--- src/rtl/simple_ask_uart_rx.sv ---
// simple_ask_uart_rx
//   Receive side of the ASK UART link. It consumes the 2-bit symbol stream
//   produced by the ASK UART transmitter. Symbol 2'b00 is a mark (logic 1).
//   Any non-zero symbol (the chopped carrier, 2'b01/2'b11) is a space (logic 0).
//   Frames are 8N1 (start, 8 data bits LSB first, stop). Good bytes are queued
//   in a small byte FIFO for the host.
//
// Parameters
//   SIZE          FIFO depth exponent, capacity 2**SIZE bytes
//
// Ports
//   clk           clock
//   rst           synchronous, active-high reset
//   ask_rx_i      demodulated ASK symbol, asynchronous to clk
//   clkdiv_i      baud period in clk cycles, latched at each start bit
//   fifo_out_o    head-of-FIFO byte, valid when fifo_empty_o is low
//   fifo_read_i   pop the head byte; ignored while the FIFO is empty
//   fifo_level_o  number of bytes currently held
//   fifo_empty_o  FIFO holds no bytes
//   frame_err_o   1-cycle pulse: stop bit sampled as space, byte dropped
//   overrun_o     1-cycle pulse: good byte dropped because the FIFO was full
//   sym_err_o     1-cycle pulse: malformed space bit (symbol check builds only)
//   baudclk_o     debug strobe, high when the baud counter is 1
//
// Build option
//   ASK_RX_SYMCHECK_EN  when defined, a bit decided as space must contain both
//                       2'b01 and 2'b11 symbols within its window. Otherwise
//                       sym_err_o pulses and the frame is abandoned. When it is
//                       not defined, any non-zero symbol is a space and
//                       sym_err_o is tied low.

module simple_ask_uart_rx #(
  parameter int SIZE = 0
) (
  input  logic        clk,
  input  logic        rst,
  input  logic [1:0]  ask_rx_i,
  input  logic [15:0] clkdiv_i,
  output logic [7:0]  fifo_out_o,
  input  logic        fifo_read_i,
  output logic [15:0] fifo_level_o,
  output logic        fifo_empty_o,
  output logic        frame_err_o,
  output logic        overrun_o,
  output logic        sym_err_o,
  output logic        baudclk_o
);

  localparam int DEPTH = 1 << SIZE;
  localparam int PW    = (SIZE > 0) ? SIZE : 1;

  typedef enum logic [1:0] { IDLE, START, DATA, STOP } state_e;

  state_e      state_q, state_d;
  logic [1:0]  sync1_q, sync2_q;
  logic [15:0] div_q, div_d;
  logic [15:0] baud_ctr_q, baud_ctr_d;
  logic [15:0] sp_cnt_q, sp_cnt_d;
  logic [2:0]  bit_idx_q, bit_idx_d;
  logic [7:0]  shreg_q, shreg_d;
  logic        frame_err_q, frame_err_d;
  logic        overrun_q, overrun_d;
  logic        push;
  logic        sp, win_end, bit_space, sym_bad;

  logic [7:0]    mem_q [DEPTH];
  logic [PW-1:0] wr_ptr_q, rd_ptr_q;
  logic [15:0]   level_q;
  logic          full, wr_en, rd_en;

  assign sp        = (sync2_q != 2'b00);
  assign win_end   = (baud_ctr_q == div_q);
  // A window is a space when more than half of its samples were non-zero.
  assign bit_space = (sp_cnt_q > (div_q >> 1));

  // Two-flop synchronizer for the asynchronous symbol input.
  always_ff @(posedge clk) begin
    if (rst) begin
      sync1_q <= 2'b00;
      sync2_q <= 2'b00;
    end else begin
      sync1_q <= ask_rx_i;
      sync2_q <= sync1_q;
    end
  end

`ifdef ASK_RX_SYMCHECK_EN
  logic seen01_q, seen01_d, seen11_q, seen11_d, sym_err_q;

  // In IDLE the flags reload from every sample, so a detected start bit
  // begins its window already holding the symbol that triggered it.
  always_comb begin
    seen01_d = seen01_q;
    seen11_d = seen11_q;
    if (state_q == IDLE) begin
      seen01_d = (sync2_q == 2'b01);
      seen11_d = (sync2_q == 2'b11);
    end else if (win_end) begin
      seen01_d = 1'b0;
      seen11_d = 1'b0;
    end else begin
      seen01_d = seen01_q | (sync2_q == 2'b01);
      seen11_d = seen11_q | (sync2_q == 2'b11);
    end
  end

  assign sym_bad = bit_space && !(seen01_q && seen11_q);

  always_ff @(posedge clk) begin
    if (rst) begin
      seen01_q  <= 1'b0;
      seen11_q  <= 1'b0;
      sym_err_q <= 1'b0;
    end else begin
      seen01_q  <= seen01_d;
      seen11_q  <= seen11_d;
      sym_err_q <= (state_q != IDLE) && win_end && sym_bad;
    end
  end

  assign sym_err_o = sym_err_q;
`else
  assign sym_bad   = 1'b0;
  assign sym_err_o = 1'b0;
`endif

  always_ff @(posedge clk) begin
    if (rst) begin
      state_q     <= IDLE;
      div_q       <= '0;
      baud_ctr_q  <= '0;
      sp_cnt_q    <= '0;
      bit_idx_q   <= '0;
      shreg_q     <= '0;
      frame_err_q <= 1'b0;
      overrun_q   <= 1'b0;
    end else begin
      state_q     <= state_d;
      div_q       <= div_d;
      baud_ctr_q  <= baud_ctr_d;
      sp_cnt_q    <= sp_cnt_d;
      bit_idx_q   <= bit_idx_d;
      shreg_q     <= shreg_d;
      frame_err_q <= frame_err_d;
      overrun_q   <= overrun_d;
    end
  end

  // Frame sequencing. The sample taken on the decision cycle is dropped, and
  // the counters restart for the next window. The stop decision returns to
  // IDLE, so a new start bit can be picked up on the very next cycle.
  always_comb begin
    state_d     = state_q;
    div_d       = div_q;
    baud_ctr_d  = baud_ctr_q;
    sp_cnt_d    = sp_cnt_q;
    bit_idx_d   = bit_idx_q;
    shreg_d     = shreg_q;
    frame_err_d = 1'b0;
    push        = 1'b0;

    case (state_q)
      IDLE: begin
        if (sp && (clkdiv_i >= 16'd4)) begin
          div_d      = clkdiv_i;
          baud_ctr_d = 16'd1;
          sp_cnt_d   = 16'd1;
          state_d    = START;
        end
      end
      default: begin
        if (win_end) begin
          baud_ctr_d = 16'd1;
          sp_cnt_d   = 16'd0;
          if (sym_bad) begin
            state_d = IDLE;
          end else begin
            case (state_q)
              START: begin
                if (bit_space) begin
                  state_d   = DATA;
                  bit_idx_d = 3'd0;
                end else begin
                  state_d = IDLE;
                end
              end
              DATA: begin
                shreg_d[bit_idx_q] = ~bit_space;
                bit_idx_d          = bit_idx_q + 3'd1;
                if (bit_idx_q == 3'd7) state_d = STOP;
              end
              STOP: begin
                state_d = IDLE;
                if (bit_space) frame_err_d = 1'b1;
                else           push        = 1'b1;
              end
              default: state_d = IDLE;
            endcase
          end
        end else begin
          baud_ctr_d = baud_ctr_q + 16'd1;
          if (sp && (sp_cnt_q != 16'hFFFF)) sp_cnt_d = sp_cnt_q + 16'd1;
        end
      end
    endcase

    // Park the counters while idle so the debug strobe stays quiet.
    if (state_d == IDLE) begin
      baud_ctr_d = 16'd0;
      sp_cnt_d   = 16'd0;
    end
  end

  function automatic logic [PW-1:0] ptr_next(input logic [PW-1:0] p);
    if (p == PW'(DEPTH - 1)) return '0;
    return p + PW'(1);
  endfunction

  // Fullness is judged before any same-cycle read, so a pop never makes room
  // for a byte arriving in that same cycle.
  assign full      = (level_q == 16'(DEPTH));
  assign wr_en     = push && !full;
  assign rd_en     = fifo_read_i && (level_q != 16'd0);
  assign overrun_d = push && full;

  always_ff @(posedge clk) begin
    if (rst) begin
      wr_ptr_q <= '0;
      rd_ptr_q <= '0;
      level_q  <= '0;
    end else begin
      if (wr_en) wr_ptr_q <= ptr_next(wr_ptr_q);
      if (rd_en) rd_ptr_q <= ptr_next(rd_ptr_q);
      case ({wr_en, rd_en})
        2'b10:   level_q <= level_q + 16'd1;
        2'b01:   level_q <= level_q - 16'd1;
        default: level_q <= level_q;
      endcase
    end
  end

  always_ff @(posedge clk) begin
    if (wr_en) mem_q[wr_ptr_q] <= shreg_q;
  end

  assign fifo_out_o   = mem_q[rd_ptr_q];
  assign fifo_level_o = level_q;
  assign fifo_empty_o = (level_q == 16'd0);
  assign frame_err_o  = frame_err_q;
  assign overrun_o    = overrun_q;
  assign baudclk_o    = (baud_ctr_q == 16'd1);

endmodule

--- config.mk ---
export PLATFORM = sky130hd
export DESIGN_NAME = simple_ask_uart_rx
export DESIGN_NICKNAME = d
export VERILOG_FILES = /design/src/rtl/simple_ask_uart_rx.sv
export SDC_FILE = /design/constraint.sdc
export NUM_CORES = 1
export LEC_CHECK = 0
export ABC_AREA = 1
export BUFFER_PORTS_ARGS = -buffer_cell sky130_fd_sc_hd__buf_2
export CAP_MARGIN = 5
export CORE_ASPECT_RATIO = 0.5
export CORE_MARGIN = 8
export CORE_UTILIZATION = 55
export CTS_BUF_LIST = sky130_fd_sc_hd__clkbuf_8 sky130_fd_sc_hd__clkbuf_16
export DETAILED_ROUTE_END_ITERATION = 10
export PLACE_DENSITY = 0.75
export SYNTH_ARGS = -nofsm -noshare
export SYNTH_HDL_FRONTEND = slang
export SYNTH_SLANG_ARGS = --single-unit
--- constraint.sdc ---
create_clock -name clk -period 4.35 [get_ports clk]
set_clock_uncertainty 0.2 [all_clocks]
set_input_delay 0.2175 -clock clk [delete_from_list [all_inputs] [get_ports clk]]
set_output_delay 0.2175 -clock clk [all_outputs]
set_load 0.05 [all_outputs]
==> reports/qor.txt <==
Outcome -> finished, final reports clean
Area of the core -> 10,100 um2
Die height -> 87.8 um
Power Dens Cells -> 476 nW/um2
RSZ-0062 raised after global routing -> no
Leakage power -> 2.75 nW
Post-CTS setup repair buffer count -> 0
Initial antenna violation count -> 0
Biggest area consumer among synthesized cells -> dfxtp_1
Hold Vio Cnt, Final -> 0
Site Rows -> 26
Worst Hold Class -> in -> reg
Layout filler cell count -> 895
First-pass GRT wire length -> 24,200 um
CP delay by family, top -> simple AND/OR/NAND/NOR gates
Drt via density -> 5.35
IO Count -> 50
Clk slew on worst S/H paths -> 0.07 ns
Initial core utilization -> 56.0%
GRT Util Overall -> 20.9%
Area Overhead vs Synth -> 13.6%
DRT iter0 DRCs -> 430
Mapped Area -> 5670 um2
Post-Syn Nets -> 889
Hpwl dp -> 10,200 um
Tightest Pin Transition -> 0.562 ns
Residual DRC -> 0
Mux cell area share after synthesis -> 0%
Mean post-synth cell area -> 6.75 um2
Clock buffer depth -> 2
Largest family of logic cells by synthesized area -> simple AND/OR/NAND/NOR gates
Max FO, Critical Path -> 19
Library cells used by synthesis -> 42
DIE AREA -> 14,000 um2
Crit path kind -> reg -> reg
Post-synthesis adder-cell area fraction -> 6.40%
Most frequent cells in the layout -> inv_1 (140), nand2_1 (139), nor2_1 (99), dfxtp_1 (83), o21ai_0 (67)
Setup slack, reg-to-reg -> 0.61 ns
Final wirelength -> 14,300 um
Most common cell after layout, fill and taps aside -> inv_1
CP Launch Type -> register
Synth Warn # -> 0
Critical path's largest stage delay -> 0.49 ns
Simple-gate area share of the yosys netlist -> 30.7%
WL per Instance -> 13.8 um
Htree depth -> 3
ANT cells -> 0
Vias after detailed routing -> 5,543
DP Cell Count -> 1,007
Most used cell, CP -> nand2_1
Overflow after GRT -> 0
CTS sink cnt -> 91
Post-synthesis compound-gate area fraction -> 13.2%
Sequential cell area fraction in the yosys report -> 33.6%
Clk_lat worst skew -> 0.35 ns
Slew Limit Fails -> 0
Inserted Clock Buffers -> 9
Largest net degree at the start of global routing -> 36
GPL Wtd Cong -> 0.900
Min cycle time layout -> 3.74 ns
Post_cts resized -> 0
Worst EP arrival -> 3.83 ns
Buffers and inverters on the worst path -> 3
Chip Width -> 160 um
Top cells by area, synth -> dfxtp_1 (29%), inv_1 (9.3%), nand2_1 (9.2%)
Final setup viols -> 0
CP max-delay cell -> ha_1
Clock Tree Root -> clkbuf_16
Top cell type's share of synthesized area -> 29.3%
CP Data Required Time -> 4.44 ns
Final ANT Viol Nets -> 0
CTS tree -> built
XOR/XNOR share of the synthesized area -> 4.17%
Worst VDD drop -> 502 uV
Yosys reg bits -> 91
Fin cells -> 1,036
Period utilisation layout -> 85.9%
Relative slew margins -> 62.3%
Share of layout cells above drive strength 1 -> 12.7%
CP Capture Type -> register
Vias in the first global route -> 5,210
Mapped Cells -> 839
Worst path cell trace -> inv_1 > ha_1 > nand4_1 > nor3_1 > nand2_1 > nand2_1 > nand2_1 > nand4_1 > ha_1 > inv_2 > a21oi_1 > o21ai_0 > a21oi_1 > nand2_1 > a21oi_1 > nand3_1 > nand2_1 > inv_1 > nor2_1
First-pass detailed-route iteration total -> 5
Fmax -> 268 MHz
Max-cap violations -> 0
I/O Buffers -> 48
Setup TNS -> 0 ns
Layout Nets -> 941
registers in the layout, summed over array words and instances, names as in the netlist:
| name | cells |
|---|---|
| frame_err_o | 1 |
| baud_ctr_q | 16 |
| overrun_o | 1 |
| fifo_level_o | 16 |
| sync1_q | 2 |
| state_q | 2 |
| sync2_q | 2 |
| div_q | 16 |
| bit_idx_q | 3 |
| shreg_q | 8 |
| mem_q | 8 |
| sp_cnt_q | 16 |
path summary, 6_finish.rpt:
path                                   end                   start  cells past startpoint
max          fifo_level_o[13]$_SDFFE_PP0P_  div_q[12]$_SDFFE_PP0P_                     19
min                 div_q[13]$_SDFFE_PP0P_            clkdiv_i[13]                      3
max reg2reg  fifo_level_o[13]$_SDFFE_PP0P_  div_q[12]$_SDFFE_PP0P_                     19
min reg2reg          sync2_q[0]$_SDFF_PP0_   sync1_q[0]$_SDFF_PP0_                      2
stage by stage:
stage / util, % / total power [mW] / hold WS (ns) / area, um2 / worst slack [ns]
2_1_floorplan: - / 1.94 / 0.0968 / 5670 / 0.947
3_3_place_gp: 59.1 / 2.18 / 0.200 / 5980 / 0.887
3_5_place_dp: 59.1 / 2.20 / 0.200 / 5980 / 0.714
4_1_cts: 63.6 / 3.06 / 0.00958 / 6440 / 0.664
5_1_grt: 63.6 / 3.25 / 0.0191 / 6440 / 0.172
6_report: 63.6 / 3.06 / 0.0181 / 6440 / 0.612
cells in the mapped netlist (all sizes together):
| cell | instances |
|---|---|
| a31oi | 4 |
| a21o | 2 |
| xnor2 | 1 |
| nor3b | 2 |
| nand3b | 1 |
| nand3 | 53 |
| inv | 145 |
| nor3 | 28 |
| nand2 | 142 |
| nor2 | 131 |
| a21boi | 1 |
| nand4 | 19 |
| o21a | 2 |
| ha | 29 |
| conb | 1 |
| a211oi | 1 |
| xor2 | 26 |
| clkbuf | 15 |
| clkinv | 1 |
| or2 | 1 |
| o21ai | 70 |
| o31ai | 1 |
| dfxtp | 83 |
| nor4 | 3 |
| o22ai | 10 |
| a21oi | 49 |
| buf | 9 |
| edfxtp | 8 |
| o21bai | 1 |
cells by family (layout without fill, tap and decap cells):
group                      Yosys count  after routing
and+or+nand+nor                    380            380
buffers and inverters              170            227
AOI/OAI and AO/OA                  141            141
other                                1              1
xor gates and xnor gates            27             27
adders and majority gates           29             29
DFF                                 91             91
per-layer routing:
metal  track usage, %  vias up  share of wire [%]
met5                0        -                  0
li1                 -     2805                  -
met4             6.37        0                1.5
met2             35.2      192                 45
met1             26.5     2525                 46
met3             4.88       21                8.1
worst register-to-register path, stage by stage, from the launching register on:
cell	delay [ns]
dfxtp_1	0.32
inv_1	0.07
ha_1	0.33
nand4_1	0.15
nor3_1	0.27
nand2_1	0.09
nand2_1	0.10
nand2_1	0.10
nand4_1	0.14
ha_1	0.49
inv_2	0.26
a21oi_1	0.25
o21ai_0	0.14
a21oi_1	0.22
nand2_1	0.10
a21oi_1	0.18
nand3_1	0.10
nand2_1	0.07
inv_1	0.03
nor2_1	0.08
timing repair:
action | CTS | global route
hold buffers | 13 | 0
endpoints found under the setup margin | 0 | 0
endpoints found under the hold margin | 13 | 0
final cells by class:
type	count	area [um2]	area share, %
multi-input cells	578	3090	48.0
clock buffers	9	225	3.50
inverters	146	548	8.51
well taps	140	175	2.72
clock inverters	7	98.8	1.54
flip-flops and latches	91	1900	29.5
repair buffers	65	400	6.22
power by group:
part / switching (mW) / internal, mW
Combinational: 0.871 / 0.329
Clock: 0.354 / 0.508
Sequential: 0.0909 / 0.912
No activity file was read; power rests on OpenSTA's default activity.
